File: src/rtl/branch_sequencer.sv
// Branch resolution controller: drives the 8-bit comparator, computes the relative target,
// inserts the page-cross penalty and hands the redirect to fetch. BRANCH_SEQ_STATS_EN adds counters.
module branch_sequencer #(
    parameter int PENALTY_CYCLES = 1
) (
    input  logic        clk_in,
    input  logic        rst_n_in,
    input  logic        valid_in,
    output logic        ready_out,
    input  logic        beq_in,
    input  logic        bge_in,
    input  logic        ble_in,
    input  logic [7:0]  opa_in,
    input  logic [7:0]  opb_in,
    input  logic [7:0]  offset_in,
    input  logic [15:0] pc_in,
    output logic        cmp_beq_out,
    output logic        cmp_bge_out,
    output logic        cmp_ble_out,
    output logic [7:0]  cmp_data1_out,
    output logic [7:0]  cmp_data2_out,
    input  logic        cmp_taken_in,
    output logic        redirect_valid_out,
    input  logic        redirect_ready_in,
    output logic [15:0] redirect_pc_out,
    output logic        resolved_out,
    output logic        taken_out,
    output logic        flush_out
`ifdef BRANCH_SEQ_STATS_EN
    ,
    output logic [15:0] branch_cnt_out,
    output logic [15:0] taken_cnt_out
`endif
);

    typedef enum logic [1:0] {S_IDLE, S_EVAL, S_PENALTY, S_REDIRECT} state_t;

    localparam logic [1:0] PEN_LOAD = (PENALTY_CYCLES > 0) ? 2'(PENALTY_CYCLES - 1) : 2'd0;

    state_t      state_q, state_d;
    logic [2:0]  cond_q, cond_d;      // {ble, bge, beq}
    logic [7:0]  opa_q, opa_d;
    logic [7:0]  opb_q, opb_d;
    logic [7:0]  off_q, off_d;
    logic [15:0] pc_q, pc_d;
    logic [1:0]  cnt_q, cnt_d;
    logic        resolved_q, resolved_d;
    logic        taken_q, taken_d;
    logic        flush_q, flush_d;

    logic [15:0] target;
    logic        page_x;

    assign target = pc_q + {{8{off_q[7]}}, off_q};
    assign page_x = (target[15:8] != pc_q[15:8]);

    always_comb begin
        state_d    = state_q;
        cond_d     = cond_q;
        opa_d      = opa_q;
        opb_d      = opb_q;
        off_d      = off_q;
        pc_d       = pc_q;
        cnt_d      = cnt_q;
        resolved_d = 1'b0;
        taken_d    = 1'b0;
        flush_d    = 1'b0;
        case (state_q)
            S_IDLE: begin
                if (valid_in) begin
                    cond_d  = {ble_in, bge_in, beq_in};
                    opa_d   = opa_in;
                    opb_d   = opb_in;
                    off_d   = offset_in;
                    pc_d    = pc_in;
                    state_d = S_EVAL;
                end
            end
            S_EVAL: begin
                if (!cmp_taken_in) begin
                    resolved_d = 1'b1;
                    state_d    = S_IDLE;
                end else if (page_x && (PENALTY_CYCLES > 0)) begin
                    cnt_d   = PEN_LOAD;
                    state_d = S_PENALTY;
                end else begin
                    state_d = S_REDIRECT;
                end
            end
            S_PENALTY: begin
                if (cnt_q == 2'd0) state_d = S_REDIRECT;
                else               cnt_d   = cnt_q - 2'd1;
            end
            S_REDIRECT: begin
                if (redirect_ready_in) begin
                    resolved_d = 1'b1;
                    taken_d    = 1'b1;
                    flush_d    = 1'b1;
                    state_d    = S_IDLE;
                end
            end
            default: state_d = S_IDLE;
        endcase
    end

    always_ff @(posedge clk_in) begin
        if (!rst_n_in) begin
            state_q    <= S_IDLE;
            cond_q     <= '0;
            opa_q      <= '0;
            opb_q      <= '0;
            off_q      <= '0;
            pc_q       <= '0;
            cnt_q      <= '0;
            resolved_q <= 1'b0;
            taken_q    <= 1'b0;
            flush_q    <= 1'b0;
        end else begin
            state_q    <= state_d;
            cond_q     <= cond_d;
            opa_q      <= opa_d;
            opb_q      <= opb_d;
            off_q      <= off_d;
            pc_q       <= pc_d;
            cnt_q      <= cnt_d;
            resolved_q <= resolved_d;
            taken_q    <= taken_d;
            flush_q    <= flush_d;
        end
    end

    // Outputs are forced low while reset is asserted, before the first reset edge lands.
    assign ready_out          = rst_n_in && (state_q == S_IDLE);
    assign cmp_beq_out        = rst_n_in && (state_q == S_EVAL) && cond_q[0];
    assign cmp_bge_out        = rst_n_in && (state_q == S_EVAL) && cond_q[1];
    assign cmp_ble_out        = rst_n_in && (state_q == S_EVAL) && cond_q[2];
    assign cmp_data1_out      = rst_n_in ? opa_q : 8'd0;
    assign cmp_data2_out      = rst_n_in ? opb_q : 8'd0;
    assign redirect_valid_out = rst_n_in && (state_q == S_REDIRECT);
    assign redirect_pc_out    = rst_n_in ? target : 16'd0;
    assign resolved_out       = rst_n_in && resolved_q;
    assign taken_out          = rst_n_in && taken_q;
    assign flush_out          = rst_n_in && flush_q;

`ifdef BRANCH_SEQ_STATS_EN
    logic [15:0] branch_cnt_q, taken_cnt_q;

    always_ff @(posedge clk_in) begin
        if (!rst_n_in) begin
            branch_cnt_q <= '0;
            taken_cnt_q  <= '0;
        end else if (resolved_q) begin
            if (branch_cnt_q != 16'hFFFF)           branch_cnt_q <= branch_cnt_q + 16'd1;
            if (taken_q && taken_cnt_q != 16'hFFFF) taken_cnt_q  <= taken_cnt_q + 16'd1;
        end
    end

    assign branch_cnt_out = rst_n_in ? branch_cnt_q : 16'd0;
    assign taken_cnt_out  = rst_n_in ? taken_cnt_q  : 16'd0;
`endif

endmodule

File: config.mk
export PLATFORM = sky130hd
export DESIGN_NAME = branch_sequencer
export DESIGN_NICKNAME = d
export VERILOG_FILES = /design/src/rtl/branch_sequencer.sv
export SDC_FILE = /design/constraint.sdc
export NUM_CORES = 1
export LEC_CHECK = 0
export CORE_MARGIN = 2
export CORE_UTILIZATION = 50
export CTS_BUF_LIST = sky130_fd_sc_hd__clkbuf_4
export DETAILED_ROUTE_END_ITERATION = 12
export HOLD_SLACK_MARGIN = 0.1
export PLACE_DENSITY_LB_ADDON = 0.15
export SLEW_MARGIN = 10
export SYNTH_ARGS = -nofsm -noshare
export SYNTH_HDL_FRONTEND = slang
export SYNTH_SLANG_ARGS = --single-unit
export TNS_END_PERCENT = 10
File: constraint.sdc
create_clock -name clk_in -period 7.28 [get_ports clk_in]
set_clock_uncertainty 0.15 [all_clocks]
set_input_delay 1.456 -clock clk_in [delete_from_list [all_inputs] [get_ports clk_in]]
set_output_delay 1.456 -clock clk_in [all_outputs]
set_load 0.005 [all_outputs]
==> summary.txt <==
routability-driven placement congestion ratio = 0.807
sequential share of the synthesized area = 32.7%
crit-path most repeated cell = clkdlybuf4s50_1
core area = 5850 um^2
FF+latch count, synth = 49
clock root cell = clkbuf_4
yosys warns = 0
P_leak = 1.56 nW
fmax = 181 MHz
Final ANT Viol Nets = 0
first drt pass iteration count = 4
DP HPWL = 5.12 mm
Diodes inserted = 0
site row count = 28
Reg-to-Reg End = state_q[0]$_SDFFE_PN0P_
post-synthesis cell type count = 54
I/O Buffers = 87
synthesized net count = 452
DRC errors left = 0
met3 routed WL = 383 um
final setup TNS = 0 ns
initial antenna violation count = 0
total number of vias = 2793
top layer in use = met4
count of final hold-check violations = 0
status = complete, no violations
peak supply drop = 112 uV
GRT Util Overall = 20.2%
wl on met1 = 3.15 mm
Clock Path Buffers = 2
Least-Margin Pin Slew = 0.853 ns
vias in the first global route = 2375
setup slack after layout = 1.75 ns
EDFF count, synth = 0
post-DR vias/cell = 5.23
critical path, cell by cell = clkdlybuf4s50_1 -> inv_2 -> buf_4 -> nor2_1 -> clkdlybuf4s50_1
Worst Path Max Fanout = 46
Initial Util = 51.2%
IO Pins = 88
pwr dens = 172 nW/um^2
CTS H-Tree Depth = 2
Mapped Area = 3000 um^2
Post-CTS Resized = 0
first-pass GRT wire length = 10.6 mm
reg2reg path depth = 9
arrival time worst endpoint = 3.92 ns
Crit-path slowest cell = clkdlybuf4s50_1
Cells after Synth = 387
TritonCTS clock tree = built
WP data required = 5.67 ns
grt total ovfl = 0
cts bufs inserted = 5
clock transition at the registers of the reported paths = 0.14 ns
post-CTS setup buffers = 0
Final min period = 5.53 ns
RSZ-0062 raised after global routing = no
layout cells sized above 1 = 5.66%
synth-to-layout area growth = 31.3%
die area = 6630 um^2
Syn Area/Cell = 7.74 um^2
Sink Count = 49
critical path class = input port to output pin
max-capacitance violation count = 0
internal reg-to-reg setup slack = 4.06 ns
Slew headroom = 43.1%
Final setup viols = 0
final wirelength = 6.89 mm
Hold Path Class = flop to flop
ys flop type = dfxtp_1
Layout Nets = 523
CP startpoint = rst_n_in
max-slew violations = 0
largest net degree at the start of global routing = 47
CTS Hold Bufs = 0
R2R Path Start = off_q[7]$_SDFFE_PN0P_
met2 WL = 3.32 mm
Die X = 81.4 um
Async SR Flop Fraction = 0%
drt initial violations = 136
crit path to = redirect_pc_out[1]
Worst setup SP type = input port
clk_lat worst skew = 0.35 ns
DIE HEIGHT = 81.4 um
CP max stage delay = 0.96 ns
endpoint class of the critical path = output pin
period utilization = 75.9%
per-cell routed wire length = 12.9 um
post-place setup slack = 1.73 ns
[flip-flops by register name (all words and copies together), names as in the netlist, named ones only]
| register | count |
|---|---|
| opa_q | 8 |
| off_q | 8 |
| flush_q | 1 |
| cond_q | 3 |
| opb_q | 8 |
| resolved_q | 1 |
| pc_q | 16 |
| state_q | 1 |
| cnt_q | 2 |
[per-layer routing]
layer | track usage [%] | vias up
met2 | 33.0 | 70
met3 | 4.84 | 7
met1 | 27.6 | 1269
met5 | 0 | -
li1 | - | 1447
met4 | 3.56 | 0
[logic make-up after synthesis]
kind of cell | Yosys count | synth area share [%]
AOI/OAI and AO/OA | 89 | 18.4
adders and majority gates | 17 | 7.35
DFF | 49 | 32.7
and+or+nand+nor | 179 | 28.8
xor gates and xnor gates | 17 | 7.81
buffers and inverters | 36 | 4.97
[layout by cell type (no fill, tap or decap), drive strengths merged, types with 2 or more instances in the layout]
cell type,Yosys,final
a311oi,2,2
a31oi,2,2
clkbuf,20,6
or3,2,2
o21ai,8,8
a21o,4,4
xor2,7,7
clkinvlp,0,2
nand2,99,99
dfxtp,49,49
nand3,4,4
nor2b,4,4
clkdlybuf4s50,0,87
xnor2,4,4
nand2b,6,6
a21oi,58,58
inv,10,10
nor3b,9,9
and2,23,23
xnor3,5,5
nand3b,2,2
nor2,21,21
o311ai,3,3
a211oi,3,3
buf,6,3
nand4,3,3
nor3,2,2
ha,16,16
[cells in the mapped netlist, drive strengths merged (2+ instances only)]
cell / instances / area, um^2
buf: 6 / 36.3
nand3b: 2 / 15.0
nor3: 2 / 10.0
nand3: 4 / 20.0
o311ai: 3 / 33.8
nor3b: 9 / 77.6
ha: 16 / 200
a31oi: 2 / 12.5
clkbuf: 20 / 75.1
a21oi: 58 / 298
inv: 10 / 37.5
or3: 2 / 12.5
a21o: 4 / 38.8
a311oi: 2 / 17.5
nand4: 3 / 25.0
nor2: 21 / 78.8
nor2b: 4 / 25.0
dfxtp: 49 / 981
xnor2: 4 / 35.0
xor2: 7 / 61.3
a211oi: 3 / 22.5
and2: 23 / 146
nand2: 99 / 372
o21ai: 8 / 40.0
nand2b: 6 / 37.5
xnor3: 5 / 114
[power breakdown]
group          switching, mW  internal (mW)  leakage [nW]
clock                 0.0851         0.0416        0.0279
combinational          0.113          0.126          1.13
sequential            0.0194          0.292         0.402
total                  0.218          0.459          1.56
[critical path, delay by kind of cell]
family                 cells  cell delay (ns)
and+or+nand+nor            1             0.11
buffers and inverters      4             2.32
[cell type report]
type / count / area [um^2]
clock inverters: 2 / 15.0
inverters: 10 / 37.5
clock buffers: 6 / 45.0
repair buffers: 90 / 893
flip-flops and latches: 49 / 981
well taps: 75 / 93.8
fillers: 506 / 1920
multi-input cells: 302 / 1870
[metrics by stage]
step	hold slack, ns	instance area [um^2]	util, %	instances	power, mW
6_report	0.310	3940	67.3	534	0.677
5_1_grt	0.327	3940	67.3	534	0.724
4_1_cts	0.311	3940	67.3	534	0.683
3_5_place_dp	0.292	3870	66.2	526	0.556
3_3_place_gp	0.287	3870	66.2	526	0.553
2_1_floorplan	0.282	3000	-	387	0.470
[how the worst min path moves through the flow]
stage | from | to | slack [ns] | cells past startpoint
2_1_floorplan | cond_q[0]$_SDFFE_PN0P_ | cond_q[0]$_SDFFE_PN0P_ | 0.28 | 2
6_report | cond_q[0]$_SDFFE_PN0P_ | cond_q[0]$_SDFFE_PN0P_ | 0.31 | 2
3_5_place_dp | opb_q[4]$_SDFFE_PN0P_ | opb_q[4]$_SDFFE_PN0P_ | 0.29 | 2
4_1_cts | opa_q[6]$_SDFFE_PN0P_ | opa_q[6]$_SDFFE_PN0P_ | 0.31 | 2
5_1_grt | opa_q[7]$_SDFFE_PN0P_ | opa_q[7]$_SDFFE_PN0P_ | 0.33 | 2
3_3_place_gp | opa_q[4]$_SDFFE_PN0P_ | opa_q[4]$_SDFFE_PN0P_ | 0.29 | 2
Power figures use the tool's default switching activity.
